`config.mk`:
```
export PLATFORM = sky130hd
export DESIGN_NAME = imem_load_arbiter_flat
export DESIGN_NICKNAME = d
export VERILOG_FILES = /design/src/rtl/imem_pkg.sv /design/src/rtl/imem_load_arbiter_if.sv /design/src/rtl/imem_starve_cnt.sv /design/src/rtl/imem_load_arbiter.sv /design/src/flat_wrapper.sv
export SDC_FILE = /design/constraint.sdc
export NUM_CORES = 1
export LEC_CHECK = 0
export ABC_AREA = 1
export BUFFER_PORTS_ARGS = -buffer_cell sky130_fd_sc_hd__buf_2
export CORE_ASPECT_RATIO = 1.5
export CORE_MARGIN = 3
export CORE_UTILIZATION = 38
export DETAILED_ROUTE_END_ITERATION = 7
export GPL_TIMING_DRIVEN = 0
export PLACE_DENSITY = 0.8
export SYNTH_ARGS = -nofsm -noshare
export SYNTH_HDL_FRONTEND = slang
export SYNTH_SLANG_ARGS = --single-unit
```
`constraint.sdc`:
```
create_clock -name clk -period 1.6 [get_ports clk]
set_clock_uncertainty 0.15 [all_clocks]
set_input_delay 0 -clock clk [delete_from_list [all_inputs] [get_ports clk]]
set_output_delay 0 -clock clk [all_outputs]
set_load 0.01 [all_outputs]
```
`src/rtl/imem_pkg.sv`:
```
// Shared types and defaults for the instruction-RAM load arbiter.
// Optional build macro IMEM_WR_PROTECT_EN is consumed by the interface and top.
package imem_pkg;

   typedef enum logic {
      BOOT = 1'b0,
      RUN  = 1'b1
   } state_t;

   localparam int DEF_ADDR_W     = 10;
   localparam int DEF_DATA_W     = 32;
   localparam int DEF_STARVE_MAX = 8;

   // Word index of a fetch address; bits at and above addr_w are masked off.
   function automatic logic [31:0] word_idx(input logic [31:0] fetch_addr,
                                            input int unsigned addr_w);
      logic [31:0] mask;
      mask = (addr_w >= 32) ? '1 : ((32'd1 << addr_w) - 32'd1);
      return fetch_addr & mask;
   endfunction

endpackage

```
`src/rtl/imem_load_arbiter_if.sv`:
```
// Fetch, loader and RAM signal bundle for imem_load_arbiter.
// With IMEM_WR_PROTECT_EN defined the bundle also carries ld_err.
interface imem_load_arbiter_if #(
   parameter int ADDR_W = 10,
   parameter int DATA_W = 32
);
   logic              fetch_req;
   logic [31:0]       fetch_addr;
   logic              fetch_gnt;
   logic              fetch_rvalid;
   logic [DATA_W-1:0] fetch_rdata;

   logic              ld_valid;
   logic [ADDR_W-1:0] ld_addr;
   logic [DATA_W-1:0] ld_data;
   logic              ld_ready;

   logic              mem_en;
   logic              mem_we;
   logic [ADDR_W-1:0] mem_addr;
   logic [DATA_W-1:0] mem_wdata;
   logic [DATA_W-1:0] mem_rdata;

`ifdef IMEM_WR_PROTECT_EN
   logic              ld_err;

   modport master (
      output fetch_req, fetch_addr, ld_valid, ld_addr, ld_data, mem_rdata,
      input  fetch_gnt, fetch_rvalid, fetch_rdata, ld_ready, ld_err,
             mem_en, mem_we, mem_addr, mem_wdata
   );

   modport slave (
      input  fetch_req, fetch_addr, ld_valid, ld_addr, ld_data, mem_rdata,
      output fetch_gnt, fetch_rvalid, fetch_rdata, ld_ready, ld_err,
             mem_en, mem_we, mem_addr, mem_wdata
   );
`else
   modport master (
      output fetch_req, fetch_addr, ld_valid, ld_addr, ld_data, mem_rdata,
      input  fetch_gnt, fetch_rvalid, fetch_rdata, ld_ready,
             mem_en, mem_we, mem_addr, mem_wdata
   );

   modport slave (
      input  fetch_req, fetch_addr, ld_valid, ld_addr, ld_data, mem_rdata,
      output fetch_gnt, fetch_rvalid, fetch_rdata, ld_ready,
             mem_en, mem_we, mem_addr, mem_wdata
   );
`endif

endinterface

```
`src/rtl/imem_starve_cnt.sv`:
```
// Saturating count of consecutive cycles the loader has been refused.
// sat stays high until clr; clr has priority over inc.
module imem_starve_cnt #(
   parameter int MAX = 8
) (
   input  logic clk,
   input  logic reset,
   input  logic inc,
   input  logic clr,
   output logic sat
);
   localparam int W = $clog2(MAX + 1);

   logic [W-1:0] cnt;

   // NOTE: sequential state uses non-blocking assignment so every flop samples pre-edge values.
   always_ff @(posedge clk) begin
      if (reset || clr) begin
         cnt <= '0;
      end else if (inc && (cnt != W'(MAX))) begin
         cnt <= cnt + 1'b1;
      end
   end

   assign sat = (cnt == W'(MAX));

endmodule

```
`src/rtl/imem_load_arbiter.sv`:
```
// Single-port instruction RAM arbiter: loader-only BOOT, then fetch-priority RUN.
// IMEM_WR_PROTECT_EN: runtime loader writes are accepted but dropped, flagged on ld_err.
module imem_load_arbiter
   import imem_pkg::*;
#(
   parameter int ADDR_W     = DEF_ADDR_W,
   parameter int DATA_W     = DEF_DATA_W,
   parameter int BOOT_WORDS = 18,
   parameter int STARVE_MAX = DEF_STARVE_MAX
) (
   input  logic                clk,
   input  logic                reset,
   output logic                cpu_run,
   imem_load_arbiter_if.slave  bus
);
   localparam int BW = $clog2(BOOT_WORDS + 1);

   state_t            state;
   state_t            state_nxt;
   logic [BW-1:0]     boot_cnt;
   logic              ld_acc;
   logic              rvalid_q;
   logic [DATA_W-1:0] rdata_hold;

`ifndef IMEM_WR_PROTECT_EN
   logic force_ld;
   logic starve_inc;
   logic starve_clr;

   assign starve_inc = (state == RUN) && bus.ld_valid && !ld_acc;
   assign starve_clr = !bus.ld_valid || ld_acc;

   imem_starve_cnt #(
      .MAX (STARVE_MAX)
   ) u_starve (
      .clk   (clk),
      .reset (reset),
      .inc   (starve_inc),
      .clr   (starve_clr),
      .sat   (force_ld)
   );
`endif

   always_ff @(posedge clk) begin
      if (reset) begin
         state <= BOOT;
      end else begin
         state <= state_nxt;
      end
   end

   // NOTE: every combinational output gets a default first, so no path can infer a latch.
   always_comb begin
      state_nxt     = state;
      ld_acc        = 1'b0;
      bus.fetch_gnt = 1'b0;
      bus.ld_ready  = 1'b0;
      bus.mem_en    = 1'b0;
      bus.mem_we    = 1'b0;
      bus.mem_addr  = '0;
      bus.mem_wdata = '0;
`ifdef IMEM_WR_PROTECT_EN
      bus.ld_err    = 1'b0;
`endif
      if (!reset) begin
         case (state)
            BOOT: begin
               bus.ld_ready = 1'b1;
               if (bus.ld_valid) begin
                  ld_acc        = 1'b1;
                  bus.mem_en    = 1'b1;
                  bus.mem_we    = 1'b1;
                  bus.mem_addr  = bus.ld_addr;
                  bus.mem_wdata = bus.ld_data;
                  if (boot_cnt == BW'(BOOT_WORDS - 1)) begin
                     state_nxt = RUN;
                  end
               end
            end
            RUN: begin
`ifdef IMEM_WR_PROTECT_EN
               if (bus.fetch_req) begin
                  bus.fetch_gnt = 1'b1;
                  bus.mem_en    = 1'b1;
                  bus.mem_addr  = ADDR_W'(word_idx(bus.fetch_addr, ADDR_W));
               end else begin
                  bus.ld_ready = 1'b1;
                  bus.ld_err   = bus.ld_valid;
               end
`else
               if (bus.fetch_req && !force_ld) begin
                  bus.fetch_gnt = 1'b1;
                  bus.mem_en    = 1'b1;
                  bus.mem_addr  = ADDR_W'(word_idx(bus.fetch_addr, ADDR_W));
               end else if (bus.ld_valid) begin
                  ld_acc        = 1'b1;
                  bus.ld_ready  = 1'b1;
                  bus.mem_en    = 1'b1;
                  bus.mem_we    = 1'b1;
                  bus.mem_addr  = bus.ld_addr;
                  bus.mem_wdata = bus.ld_data;
               end
`endif
            end
            default: state_nxt = BOOT;
         endcase
      end
   end

   always_ff @(posedge clk) begin
      if (reset) begin
         boot_cnt <= '0;
      end else if ((state == BOOT) && ld_acc) begin
         boot_cnt <= boot_cnt + 1'b1;
      end
   end

   // NOTE: only the read-data holding register is reset; the RAM itself keeps its contents.
   always_ff @(posedge clk) begin
      if (reset) begin
         rvalid_q   <= 1'b0;
         rdata_hold <= '0;
      end else begin
         rvalid_q <= bus.fetch_gnt;
         if (rvalid_q) begin
            rdata_hold <= bus.mem_rdata;
         end
      end
   end

   // RAM data arrives the cycle after the grant; outside that cycle the last word is held.
   assign bus.fetch_rvalid = rvalid_q;
   assign bus.fetch_rdata  = rvalid_q ? bus.mem_rdata : rdata_hold;
   assign cpu_run          = (state == RUN);

endmodule

```
`src/flat_wrapper.sv`:
```
// flat-port wrapper written by rule: the top's interface ports become plain ports
module imem_load_arbiter_flat import imem_pkg::*;
#(
   parameter int ADDR_W     = DEF_ADDR_W,
   parameter int DATA_W     = DEF_DATA_W,
   parameter int BOOT_WORDS = 18,
   parameter int STARVE_MAX = DEF_STARVE_MAX
)
  (clk, reset, cpu_run, bus_fetch_req, bus_fetch_addr, bus_ld_valid, bus_ld_addr, bus_ld_data, bus_mem_rdata, bus_fetch_gnt, bus_fetch_rvalid, bus_fetch_rdata, bus_ld_ready, bus_mem_en, bus_mem_we, bus_mem_addr, bus_mem_wdata);
  imem_load_arbiter_if #(.ADDR_W(ADDR_W), .DATA_W(DATA_W)) bus_i ();
  input  logic clk;
  input  logic reset;
  output logic cpu_run;
  input wire logic [$bits(bus_i.fetch_req)-1:0] bus_fetch_req;
  input wire logic [$bits(bus_i.fetch_addr)-1:0] bus_fetch_addr;
  input wire logic [$bits(bus_i.ld_valid)-1:0] bus_ld_valid;
  input wire logic [$bits(bus_i.ld_addr)-1:0] bus_ld_addr;
  input wire logic [$bits(bus_i.ld_data)-1:0] bus_ld_data;
  input wire logic [$bits(bus_i.mem_rdata)-1:0] bus_mem_rdata;
  output wire logic [$bits(bus_i.fetch_gnt)-1:0] bus_fetch_gnt;
  output wire logic [$bits(bus_i.fetch_rvalid)-1:0] bus_fetch_rvalid;
  output wire logic [$bits(bus_i.fetch_rdata)-1:0] bus_fetch_rdata;
  output wire logic [$bits(bus_i.ld_ready)-1:0] bus_ld_ready;
  output wire logic [$bits(bus_i.mem_en)-1:0] bus_mem_en;
  output wire logic [$bits(bus_i.mem_we)-1:0] bus_mem_we;
  output wire logic [$bits(bus_i.mem_addr)-1:0] bus_mem_addr;
  output wire logic [$bits(bus_i.mem_wdata)-1:0] bus_mem_wdata;
  assign bus_i.fetch_req = bus_fetch_req;
  assign bus_i.fetch_addr = bus_fetch_addr;
  assign bus_i.ld_valid = bus_ld_valid;
  assign bus_i.ld_addr = bus_ld_addr;
  assign bus_i.ld_data = bus_ld_data;
  assign bus_i.mem_rdata = bus_mem_rdata;
  assign bus_fetch_gnt = bus_i.fetch_gnt;
  assign bus_fetch_rvalid = bus_i.fetch_rvalid;
  assign bus_fetch_rdata = bus_i.fetch_rdata;
  assign bus_ld_ready = bus_i.ld_ready;
  assign bus_mem_en = bus_i.mem_en;
  assign bus_mem_we = bus_i.mem_we;
  assign bus_mem_addr = bus_i.mem_addr;
  assign bus_mem_wdata = bus_i.mem_wdata;
  imem_load_arbiter #(.ADDR_W(ADDR_W), .DATA_W(DATA_W), .BOOT_WORDS(BOOT_WORDS), .STARVE_MAX(STARVE_MAX)) u_core (.clk(clk), .reset(reset), .cpu_run(cpu_run), .bus(bus_i));
endmodule
```
==> results.md <==
- Core Area: 0.00557 mm^2
- Synth-to-Final Area Change: 82.2%
- Worst vdd ir: 0.000885 V
- Crit-path slowest cell: dfxtp_2
- Hold Vio Cnt, Final: 0
- Register bit total from synthesis: 43
- Max Cap Violations: 0
- Arrival time worst endpoint: 1.55 ns
- Actual slew at the worst max-slew pin: 0.270 ns
- Final min period: 1.70 ns
- Routed Antenna Nets: 0
- Worst r2r src: u_core.u_starve.cnt[0]$_SDFFE_PP0P_
- Initial drt markers: 114
- Pre-antenna DRT Iters: 4
- Max_slew headroom: 0.819
- RSZ-0062 raised after global routing: true
- CTS root buf: clkbuf_8
- Worst Hold End: bus_mem_addr[5]
- Period utilization: 1.06
- Dpl ws: -0.0168 ns
- Post-synthesis cell type count: 25
- Vias in the first global route: 3015
- Largest stage delay, worst path: 0.33 ns
- Die Width: 68.4 um
- Tot GR Track Use: 0.263
- Number of buffers created by CTS: 5
- Max Freq: 0.590 GHz
- Die ar.: 0.00682 mm^2
- Min-Delay Path Class: primary input to output pin
- Number of diodes: 0
- Vias: 3065
- Wirelength, routed: 9230 um
- R2R setup slack: 0.15 ns
- Reg2reg end: u_core.u_starve.cnt[2]$_SDFFE_PP0P_
- Final worst slack: -0.0952 ns
- Crit path kind: flip-flop to output pin
- Syn_area_per_cell: 6.35 um^2
- First-pass GRT wire length: 13600 um
- PwrDens: 626 mW/mm^2
- Drc violations: 0
- CP required: 1.45 ns
- Clock Sinks: 43
- Hold Crit Depth: 4
- Startpoint types: flip-flop
- R2R depth: 9
- I/O Buffers: 167
- IO Count: 190
- TritonCTS clock tree: built
- CTS clock-pin slew for the worst setup and hold paths: 0.08 ns
- Worst path bufs/invs: 3
- H-tree levels: 2
- Max Slew Vio Count: 0
- Worst path cell trace: inv_2 > ha_4 > nand3_4 > nand2_4 > nand2_8 > buf_8 > nor2_1 > buf_4
- Most frequent cells in the layout: buf_2 (154), nand2_1 (120), inv_1 (43)
- Status: finished, violations left
- Crit. End Element: output pin
- Tot Pwr: 2530 uW
- Largest net degree at the start of global routing: 15
- Clk buf depth: 2
- FP Rows: 33
- DR vias/cell: 4.79
- Yosys warnings: 0
- Worst Hold Launch: bus_ld_addr[5]
- GP Congestion: 0.812
- Post-Syn Area: 0.00222 mm^2
- Initial antenna violation count: 0
- Grt total ovfl: 0
- Starting density of the core: 0.398
- Most common cell after layout, fill and taps aside: buf_2
- Syn_nets: 464
- Sequential-to-total area share from yosys stat: 0.388
- Layout Nets: 683
- Die H: 99.6 um
- Setup Viol. Count Final: 43
- Wire per inst: 14.4 um
- Leakage power: 0.00233 uW
- Hold slack: 0.127 ns
- HPWL Detailed: 6170 um
- Family with the most delay on the worst path: simple AND/OR/NAND/NOR gates
- Clk Latency, worst-skew pair: 0.29 ns
- Setup TNS: -2.29 ns
- Failing checks: setup timing
- Layout cell share with drive strength beyond 1: 0.440
- Critical Path Start: u_core.u_starve.cnt[0]$_SDFFE_PP0P_
- CP Max Fanout: 10
- Cell count after synthesis: 350
## stage by stage
step                instance area [um^2]   util  std cells
floorplan                           2220      -        350
global placement                    3140  0.564        587
detailed placement                  3140  0.564        587
CTS                                 3890  0.697        636
global route                        4050  0.726        640
finish                              4050  0.726        640
## tightest hold or removal path: cells and delay by family
| family | cells | cell delay, ns |
|---|---|---|
| buffers and inverters | 2 | 0.18 |
| and+or+nand+nor | 2 | 0.08 |
## what timing repair did
action	in CTS	in global routing
cloned	2	0
setup endpoints to repair	65	76
gates resized for setup	65	44
endpoints found under the hold margin	39	0
hold buffers	35	0
pin swaps	4	7
setup buffers	4	4
## flip-flops by register name, indices dropped and copies added, names as in the netlist
signal / flops
u_core.rdata_hold: 32
u_core.boot_cnt: 5
u_core.u_starve.cnt: 4
u_core.bus.fetch_rvalid: 1
u_core.cpu_run: 1
## routing by layer
layer  GRT usage  wire length, um  up-vias
li1            -                -     1494
met1       0.252             3060     1370
met2       0.473             4630      188
met3       0.131             1420       13
met4      0.0750              116        0
met5           0                0        -
## where the power goes
group / leakage [uW] / internal [uW] / total, uW / switching, uW
logic: 0.00192 / 238 / 447 / 209
registers: 0.000348 / 1070 / 1080 / 4.15
clock network: 0.0000644 / 623 / 1010 / 386
total: 0.00233 / 1930 / 2530 / 599
## cells in the mapped netlist
| cell | count | area [um^2] |
|---|---|---|
| nor3b_1 | 1 | 7.51 |
| nand2_2 | 2 | 12.5 |
| inv_2 | 7 | 26.3 |
| a21oi_1 | 37 | 185 |
| dfxtp_1 | 43 | 861 |
| nand3_1 | 5 | 25.0 |
| nand2_1 | 135 | 507 |
| nor3_1 | 1 | 5.00 |
| a31oi_1 | 1 | 6.26 |
| xnor2_1 | 1 | 8.76 |
| buf_4 | 1 | 7.51 |
| nand4_1 | 4 | 25.0 |
| nor2_1 | 36 | 135 |
| o21ai_0 | 3 | 15.0 |
| clkbuf_1 | 2 | 7.51 |
| o2111ai_1 | 2 | 17.5 |
| nand2_4 | 2 | 22.5 |
| inv_1 | 46 | 173 |
| buf_6 | 2 | 22.5 |
| buf_2 | 11 | 55.1 |
| xor2_1 | 1 | 8.76 |
| a211oi_1 | 1 | 7.51 |
| ha_1 | 4 | 50.1 |
| nor2_8 | 1 | 20.0 |
| nand3_2 | 1 | 10.0 |
## how the worst max path moves through the flow
stage                                    to  cells after the start
after floorplan             bus_mem_addr[0]                     10
after global routing       bus_mem_wdata[4]                      8
after detailed placement  bus_mem_wdata[27]                      8
after CTS                   bus_mem_addr[0]                     11
final                      bus_mem_wdata[4]                      8
after global placement    bus_mem_wdata[28]                      8
## cell families (layout without fill, tap and decap cells)
kind of cell,count (synthesis),in the layout,share of synthesized area
adder cells (fa/ha/maj),4,4,0.0225
flip-flops,43,43,0.388
AND/OR/NAND/NOR,188,188,0.346
XOR/XNOR,2,2,0.00789
buffers and inverters,69,289,0.131
AO/OA/AOI/OAI,44,44,0.104
## final cells by class
cell class,count,area (um^2)
Multi-Input combinational cell,238,1230
Sequential cell,43,865
Inverter,53,209
Timing Repair Buffer,212,1370
Clock buffer,5,68.8
Buffer,16,146
Fill cell,382,1530
Tap cell,70,87.6
Clock inverter,3,67.6
Note: power is estimated with default switching activity, not from simulation.
